## src/rtl/spi_shift_register.sv

```systemverilog
// SPI transmit/receive shift stage: parallel load, serialise on tx edges, sample on rx edges.
// Optional internal loopback of mosi into the sampler when SPI_SHIFT_LOOPBACK_EN is defined.
module spi_shift_register #(
  parameter int DATA_W = 8
) (
  input  logic              PCLK,
  input  logic              PRESET,
  input  logic              ss,
  input  logic              send_data,
  input  logic              receive_data,
  input  logic              lsbfe,
  input  logic              cpha,
  input  logic              flag_tx_edge,
  input  logic              flag_rx_edge,
  input  logic [DATA_W-1:0] data_mosi,
  input  logic              miso,
  input  logic              loopback,
  output logic              mosi,
  output logic [DATA_W-1:0] data_miso,
  output logic              rx_valid,
  output logic              busy
);

  localparam int CW = $clog2(DATA_W) + 1;
  localparam int IW = $clog2(DATA_W);
  localparam logic [CW-1:0] FULL = CW'(DATA_W);
  localparam logic [CW-1:0] LAST = CW'(DATA_W - 1);

  typedef enum logic [1:0] {IDLE, ARMED, SHIFT, DONE} state_t;

  state_t            state;
  logic [DATA_W-1:0] tx_sh;
  logic [DATA_W-1:0] rx_sh;
  logic [CW-1:0]     tx_cnt;
  logic [CW-1:0]     rx_cnt;
  logic              lsbfe_q;
  logic              ss_q;
  logic              sample;
  logic              active;
  logic              ss_rise;
  logic              tx_go;
  logic              rx_go;
  logic [IW-1:0]     tx_idx;
  logic [IW-1:0]     rx_idx;
  logic [IW-1:0]     first_idx;

  // Map a transmit-order bit count onto a physical bit position of the word.
  function automatic logic [IW-1:0] order_idx(input logic lsb, input logic [CW-1:0] cnt);
    return lsb ? IW'(cnt) : IW'(LAST - cnt);
  endfunction

`ifdef SPI_SHIFT_LOOPBACK_EN
  assign sample = loopback ? mosi : miso;
`else
  logic unused_loopback;
  assign unused_loopback = loopback;
  assign sample = miso;
`endif

  assign busy = (state != IDLE);

  always_comb begin
    active    = (state == ARMED) || (state == SHIFT);
    ss_rise   = ss & ~ss_q;
    tx_go     = active & ~ss & flag_tx_edge & (tx_cnt < FULL);
    rx_go     = active & ~ss & flag_rx_edge & (rx_cnt < FULL);
    tx_idx    = order_idx(lsbfe_q, tx_cnt);
    rx_idx    = order_idx(lsbfe_q, rx_cnt);
    first_idx = lsbfe ? '0 : IW'(DATA_W - 1);
  end

  // cpha only changes what happens at load time, so it is not kept after the load edge.
  always_ff @(posedge PCLK) begin
    if (PRESET) begin
      state     <= IDLE;
      tx_sh     <= '0;
      rx_sh     <= '0;
      tx_cnt    <= '0;
      rx_cnt    <= '0;
      lsbfe_q   <= 1'b0;
      ss_q      <= 1'b1;
      mosi      <= 1'b0;
      data_miso <= '0;
      rx_valid  <= 1'b0;
    end else begin
      ss_q     <= ss;
      rx_valid <= receive_data;
      if (receive_data)
        data_miso <= rx_sh;

      if (send_data) begin
        tx_sh   <= data_mosi;
        rx_sh   <= '0;
        lsbfe_q <= lsbfe;
        rx_cnt  <= '0;
        state   <= ARMED;
        if (!cpha) begin
          mosi   <= data_mosi[first_idx];
          tx_cnt <= CW'(1);
        end else begin
          tx_cnt <= '0;
        end
      end else if (state == DONE) begin
        if (receive_data)
          state <= IDLE;
      end else if (active) begin
        if (ss_rise) begin
          state  <= IDLE;
          tx_cnt <= '0;
          rx_cnt <= '0;
        end else begin
          if (tx_go) begin
            mosi   <= tx_sh[tx_idx];
            tx_cnt <= tx_cnt + 1'b1;
          end
          if (rx_go) begin
            rx_sh[rx_idx] <= sample;
            rx_cnt        <= rx_cnt + 1'b1;
          end
          if (rx_go && (rx_cnt == LAST))
            state <= DONE;
          else if ((state == ARMED) && !ss && (flag_tx_edge || flag_rx_edge))
            state <= SHIFT;
        end
      end
    end
  end

endmodule
```

## config.mk

```make
export PLATFORM = sky130hd
export DESIGN_NAME = spi_shift_register
export DESIGN_NICKNAME = d
export VERILOG_FILES = /design/src/rtl/spi_shift_register.sv
export SDC_FILE = /design/constraint.sdc
export NUM_CORES = 1
export LEC_CHECK = 0
export CORE_MARGIN = 2
export CORE_UTILIZATION = 50
export CTS_CLUSTER_DIAMETER = 50
export DETAILED_ROUTE_END_ITERATION = 16
export GPL_ROUTABILITY_DRIVEN = 0
export GPL_TIMING_DRIVEN = 0
export HOLD_SLACK_MARGIN = 0.15
export PLACE_DENSITY = 0.79
export SKIP_CTS_REPAIR_TIMING = 1
export SLEW_MARGIN = 20
export SYNTH_ARGS = -nofsm -noshare
export SYNTH_HDL_FRONTEND = slang
export SYNTH_SLANG_ARGS = --single-unit
```

## constraint.sdc

```tcl
create_clock -name PCLK -period 4.15 [get_ports PCLK]
set_input_delay 0.415 -clock PCLK [delete_from_list [all_inputs] [get_ports PCLK]]
set_output_delay 0.415 -clock PCLK [all_outputs]
set_load 0.02 [all_outputs]
```

==> results.json, run 1 <==
{
  "dieArea_mm2": 0.004260,
  "status": "complete, no violations",
  "postLayoutCoreUtil_pct": 63.50,
  "yosysSeqAreaShare_pct": 40.53,
  "io_buffers": 26,
  "synth_edf_count": 0,
  "setup.worst_path.start_class": "register",
  "grtUsageTotal_pct": 19.83,
  "crit_path_end_kind": "primary output",
  "dr.pass1.iters": 4,
  "synth_ff_type": "dfxtp_1",
  "start_util_pct": 51.65,
  "clock-sinks": 38,
  "async_reset_ff_share_pct": 0,
  "drive_above_1_share_pct": 6.719,
  "synth.distinct_cells": 37,
  "clockRootBuffer": "clkbuf_8",
  "fmax_mhz": 504.9,
  "diodes": 0,
  "powerDensity_mw_per_mm2": 331.7,
  "fill_cells": 334,
  "grt_max_degree": 12,
  "cts_max_level": 2,
  "synth_seq_cells": 38,
  "worst_pin_slew_ns": 0.6660,
  "fin_ws_ns": 2.169,
  "synth.yosys.warnings": 0,
  "drc": 0,
  "numCtsBuffers": 5,
  "path_class": "register to primary output",
  "ios": 30,
  "drt_wl_total_um": 3786,
  "yosys.area.top_type_share_pct": 40.53,
  "wl_per_cell_um": 12.58,
  "die_h_um": 65.27,
  "hold_class": "register to register",
  "postSynthNetCount": 244,
  "fp-row-count": 22,
  "cap_violations": 0,
  "tns_ns": 0,
  "path_clk_slew_ns": 0.07,
  "synthTopCellsByCount": "dfxtp_1 (38), nor2_1 (30), mux2i_1 (23)",
  "drv_slew": 0,
  "ant_nets": 0,
  "cts_tree": "done",
  "grt-ovfl-total": 0,
  "netlist_top_cells_area": "dfxtp_1 (41%), mux2i_1 (12%), nor2_1 (6.0%)",
  "total_leakage_power_nw": 0.9148,
  "post_synth_instance_area_mm2": 0.001877,
  "required_ns": 3.73,
  "post-place-ws_ns": 1.924,
  "cp.arrival_ns": 1.57,
  "dieWidth_um": 65.27,
  "period_share_pct": 47.73,
  "period_minus_slack_ns": 1.981,
  "clock-skew-final_ns": 0.003261,
  "clock_latency_ns": 0.29,
  "finalHoldViolations": 0,
  "synth.largest_area_cell": "dfxtp_1",
  "via_per_inst": 5.336,
  "total_power_uw": 765.4,
  "vdd_ir_drop_max_v": 0.0002602,
  "synth_most_common_cell": "dfxtp_1",
  "setup_viol": 0,
  "netlist_instances": 219,
  "hpwl_um": 2668,
  "grt_pass1_vias": 1472,
  "synth_area_per_cell_um2": 8.570,
  "fin_nets": 277,
  "antenna_found_initial": 0,
  "drtIter0Drc": 82,
  "vias": 1606,
  "core_area_mm2": 0.003633,
  "cp_max_fo": 4,
  "clk_path_buf_depth": 2,
  "rsz0062_at_grt": "false",
  "relSlewSlack_pct": 55.60,
  "grt_pass1_wl_um": 6548,
  "synthToLayoutAreaGrowth_pct": 22.93
}
-- worst paths after layout --
kind	start	endpoint	slack, ns	cells after the start
min	rx_sh[6]	rx_sh[6]	0.46	2
max reg2reg	state[0]	rx_sh[1]	2.17	8
max	state[0]	busy	2.17	4
min reg2reg	rx_sh[6]	rx_sh[6]	0.46	2
-- per-stage QoR --
stage                     std cells  instance area [um2]  hold WS (ns)
after floorplan                 219                 1877        0.4215
after global placement          293                 2197        0.4395
after detailed placement        293                 2197        0.4509
after CTS                       301                 2307        0.4601
after global routing            301                 2307        0.4984
final                           301                 2307        0.4569
-- kinds of logic (layout without fill, tap and decap cells) --
group	Yosys count	count (layout)	synth area share, %
and+or+nand+nor	93	93	25.93
buffers and inverters	16	50	3.399
DFF	38	38	40.53
xor gates and xnor gates	4	4	1.867
adders and majority gates	6	6	4.000
muxes	23	23	12.27
AOI/OAI and AO/OA	39	39	12.00
-- worst max-delay path: stages, from the launching register on --
cell and delay, ns:
dfxtp_1 0.38, inv_1 0.08, ha_1 0.19, inv_1 0.04, clkdlybuf4s50_1 0.58
-- metal layers --
layer	vias up	global-route usage, %	wire (um)
met4	0	8.333	85
li1	828	-	-
met5	-	0	0
met3	10	4.966	192
met2	37	29.97	1644
met1	731	26.88	1864
-- flip-flops by register name (all words and copies together), names as in the netlist --
signal and count:
data_miso 8, rx_sh 8, tx_sh 8, rx_cnt 4, tx_cnt 4, state 2, lsbfe_q 1, mosi 1
rx_valid 1, ss_q 1
-- cells in the final DEF (no fill, tap or decap), types with 5 or more instances in the layout --
master | synthesis | routed
clkbuf_8 | 0 | 8
dfxtp_1 | 38 | 38
nor3b_1 | 5 | 5
and3b_1 | 6 | 6
ha_1 | 6 | 6
a21oi_1 | 13 | 13
clkbuf_1 | 8 | 8
clkdlybuf4s50_1 | 0 | 26
nor2b_1 | 5 | 5
mux2i_1 | 23 | 23
nor2_1 | 30 | 30
o21ai_0 | 12 | 12
nand2_1 | 18 | 18
nand3_1 | 8 | 8
nand2b_1 | 7 | 7
-- area by class of cell --
class / count / area [um2] / share of cell area (%)
buffer: 12 / 48.80 / 2.115
clock buffer: 8 / 110.1 / 4.772
inverter: 4 / 15.01 / 0.6508
multi-input combinational: 165 / 1052 / 45.61
sequential: 38 / 760.7 / 32.97
tap: 48 / 60.06 / 2.603
timing repair buffer: 26 / 260.3 / 11.28
-- power by group --
group / internal (mW) / total, mW / switching, mW / leakage (nW)
combinational: 0.0427 / 0.0899 / 0.0472 / 0.548
clock: 0.168 / 0.295 / 0.127 / 0.0575
sequential: 0.374 / 0.380 / 0.00656 / 0.309
Note: power is estimated with default switching activity, not from simulation.
==> inputs of run 2 (changes only) <==
CORE_UTILIZATION = 48   (was 50)
PLACE_DENSITY = 0.8   (was 0.79)
clock period = 1.7 ns   (was 4.15 ns; I/O delays follow)
==> run 2 against run 1 <==
Net effect: power rose to 2.5 times the previous value; cell count stayed put; clock power grew to 2.6 times the previous value; utilization grew 0.64 points; combinational power increased to 2.7 times the previous value; sequential power up 140%; count of clock-buffer cells in the layout is 3 lower; sequential share of layout area decreased by 0.74 points; global-route usage down 0.21 points; register-to-register slack worse by 2.1 ns; cell area increased by 3.3%; setup slack got worse by 2.1 ns; largest power group unchanged; highest routed layer unchanged.
==> results.json, run 2 (synthesis results as in run 1) <==
{
  "drv_slew": 0,
  "fin_nets": 277,
  "regToRegStartpoint": "state[0]",
  "hold_slack_ns": 0.2512,
  "crit_family": "buffers and inverters",
  "grt_max_degree": 14,
  "required_ns": 1.53,
  "worst-path-buf-inv": 3,
  "dr.pass1.iters": 4,
  "crit_slowest_cell": "clkdlybuf4s50_1",
  "total_leakage_power_nw": 0.9323,
  "antenna_found_initial": 0,
  "crit_path_start": "state[0]",
  "fill_cells": 324,
  "grt_pass1_wl_um": 6610,
  "grt_pass1_vias": 1484,
  "worstReg2RegEnd": "rx_sh[5]",
  "ant_nets": 0,
  "period_share_pct": 96.99,
  "path_depth": 4,
  "hold_class": "primary input to register",
  "cts_tree": "done",
  "vias": 1617,
  "cts_max_level": 2,
  "post-place-ws_ns": -0.3087,
  "setup.worst_path.start_class": "register",
  "vdd_ir_drop_max_v": 0.0004073,
  "die_h_um": 66.53,
  "cp.arrival_ns": 1.48,
  "path_class": "register to primary output",
  "fin_ws_ns": 0.05117,
  "reg2reg_depth": 6,
  "core_area_mm2": 0.003716,
  "clk_path_buf_depth": 2,
  "clock-skew-final_ns": 0.004931,
  "cp_max_fo": 4,
  "status": "complete, no violations",
  "drc": 0,
  "grt-ovfl-total": 0,
  "clock-sinks": 38,
  "place_inst": 293,
  "io_buffers": 26,
  "drt_wl_total_um": 3968,
  "final_cell_area_mm2": 0.002384,
  "reg_top3": "data_miso (8), rx_sh (8), tx_sh (8)",
  "r2r_slack_ns": 0.10,
  "relSlewSlack_pct": 51.88,
  "final_cell_mix": "dfxtp_1 (34), nor2_1 (29), clkdlybuf4s50_1 (25), mux2i_1 (23), nand2_1 (18)",
  "fmax_mhz": 606.5,
  "fp-row-count": 22,
  "synthToLayoutAreaGrowth_pct": 27.00,
  "powerDensity_mw_per_mm2": 812.3,
  "ios": 30,
  "setup_viol": 0,
  "postLayoutCoreUtil_pct": 64.14,
  "critPathCapture": "busy",
  "total_power_mw": 1.936,
  "numCtsBuffers": 5,
  "dieWidth_um": 66.53,
  "hpwl_um": 2721,
  "grtUsageTotal_pct": 19.62,
  "critPathMaxStageDelay_ns": 0.58,
  "start_util_pct": 50.51,
  "drive_above_1_share_pct": 13.83,
  "worst_pin_slew_ns": 0.7218,
  "diodes": 0,
  "place_area_mm2": 0.002197,
  "via_per_inst": 5.372,
  "layoutNonFillerInstCount": 301,
  "path_clk_slew_ns": 0.08,
  "clock_latency_ns": 0.29,
  "dieArea_mm2": 0.004426,
  "cp_cell_sequence": "inv_2 -> ha_4 -> inv_1 -> clkdlybuf4s50_1",
  "drtIter0Drc": 109,
  "cap_violations": 0,
  "final_common_cell": "dfxtp_1",
  "crit_path_end_kind": "primary output",
  "tns_ns": 0,
  "clockRootBuffer": "clkbuf_8",
  "finalHoldViolations": 0,
  "wl_per_cell_um": 13.18,
  "period_minus_slack_ns": 1.649
}
## run 2: cell types whose count changed in the layout (fill, tap and decap cells not counted), moves of 2 or more
cell / before / now
clkbuf_1: 8 / 6
clkbuf_8: 8 / 5
clkinvlp_4: 0 / 2
dfxtp_1: 38 / 34
dfxtp_2: 0 / 3
ha_1: 6 / 4
inv_1: 4 / 2
inv_2: 0 / 2
## run 2: report_power, final
| group | total [mW] | internal (mW) | leakage, nW | switching [mW] |
|---|---|---|---|---|
| clock network | 0.769 | 0.436 | 0.0504 | 0.333 |
| registers | 0.929 | 0.912 | 0.311 | 0.0168 |
| logic | 0.239 | 0.114 | 0.571 | 0.124 |
| total | 1.94 | 1.46 | 0.932 | 0.474 |
## run 2: final cells by class
type / instances / area [um2] / share of cell area (%)
Clock buffer: 5 / 68.82 / 2.887
Timing Repair Buffer: 27 / 270.3 / 11.34
Tap cell: 48 / 60.06 / 2.520
Multi-Input combinational cell: 165 / 1110 / 46.56
Sequential cell: 38 / 768.2 / 32.23
Clock inverter: 3 / 45.04 / 1.890
Buffer: 11 / 46.29 / 1.942
Inverter: 4 / 15.01 / 0.6299
## run 2: worst min-delay path by stage
stage                   start        end  slack, ns  cells after the start
finish                   miso   rx_sh[7]       0.25                      3
global route             miso   rx_sh[7]       0.29                      3
CTS                      miso   rx_sh[0]       0.24                      3
detailed placement  tx_cnt[3]  tx_cnt[3]       0.45                      2
global placement    tx_cnt[3]  tx_cnt[3]       0.44                      2
floorplan              PRESET  tx_cnt[3]       0.24                      1
## run 2: metal layers
| metal | wire length (um) | GRT usage, % | vias up |
|---|---|---|---|
| met5 | 0 | 0 | - |
| met3 | 218 | 4.561 | 6 |
| met4 | 53 | 6.122 | 0 |
| met2 | 1794 | 31.25 | 41 |
| li1 | - | - | 823 |
| met1 | 1902 | 26.23 | 747 |
## run 2: worst reg2reg max path: stages, from the launching register on
cell and delay (ns):
dfxtp_4 0.36, ha_2 0.23, nand2b_2 0.25, nor3_4 0.32
nand2_1 0.11, mux2i_1 0.16, nor2_1 0.05
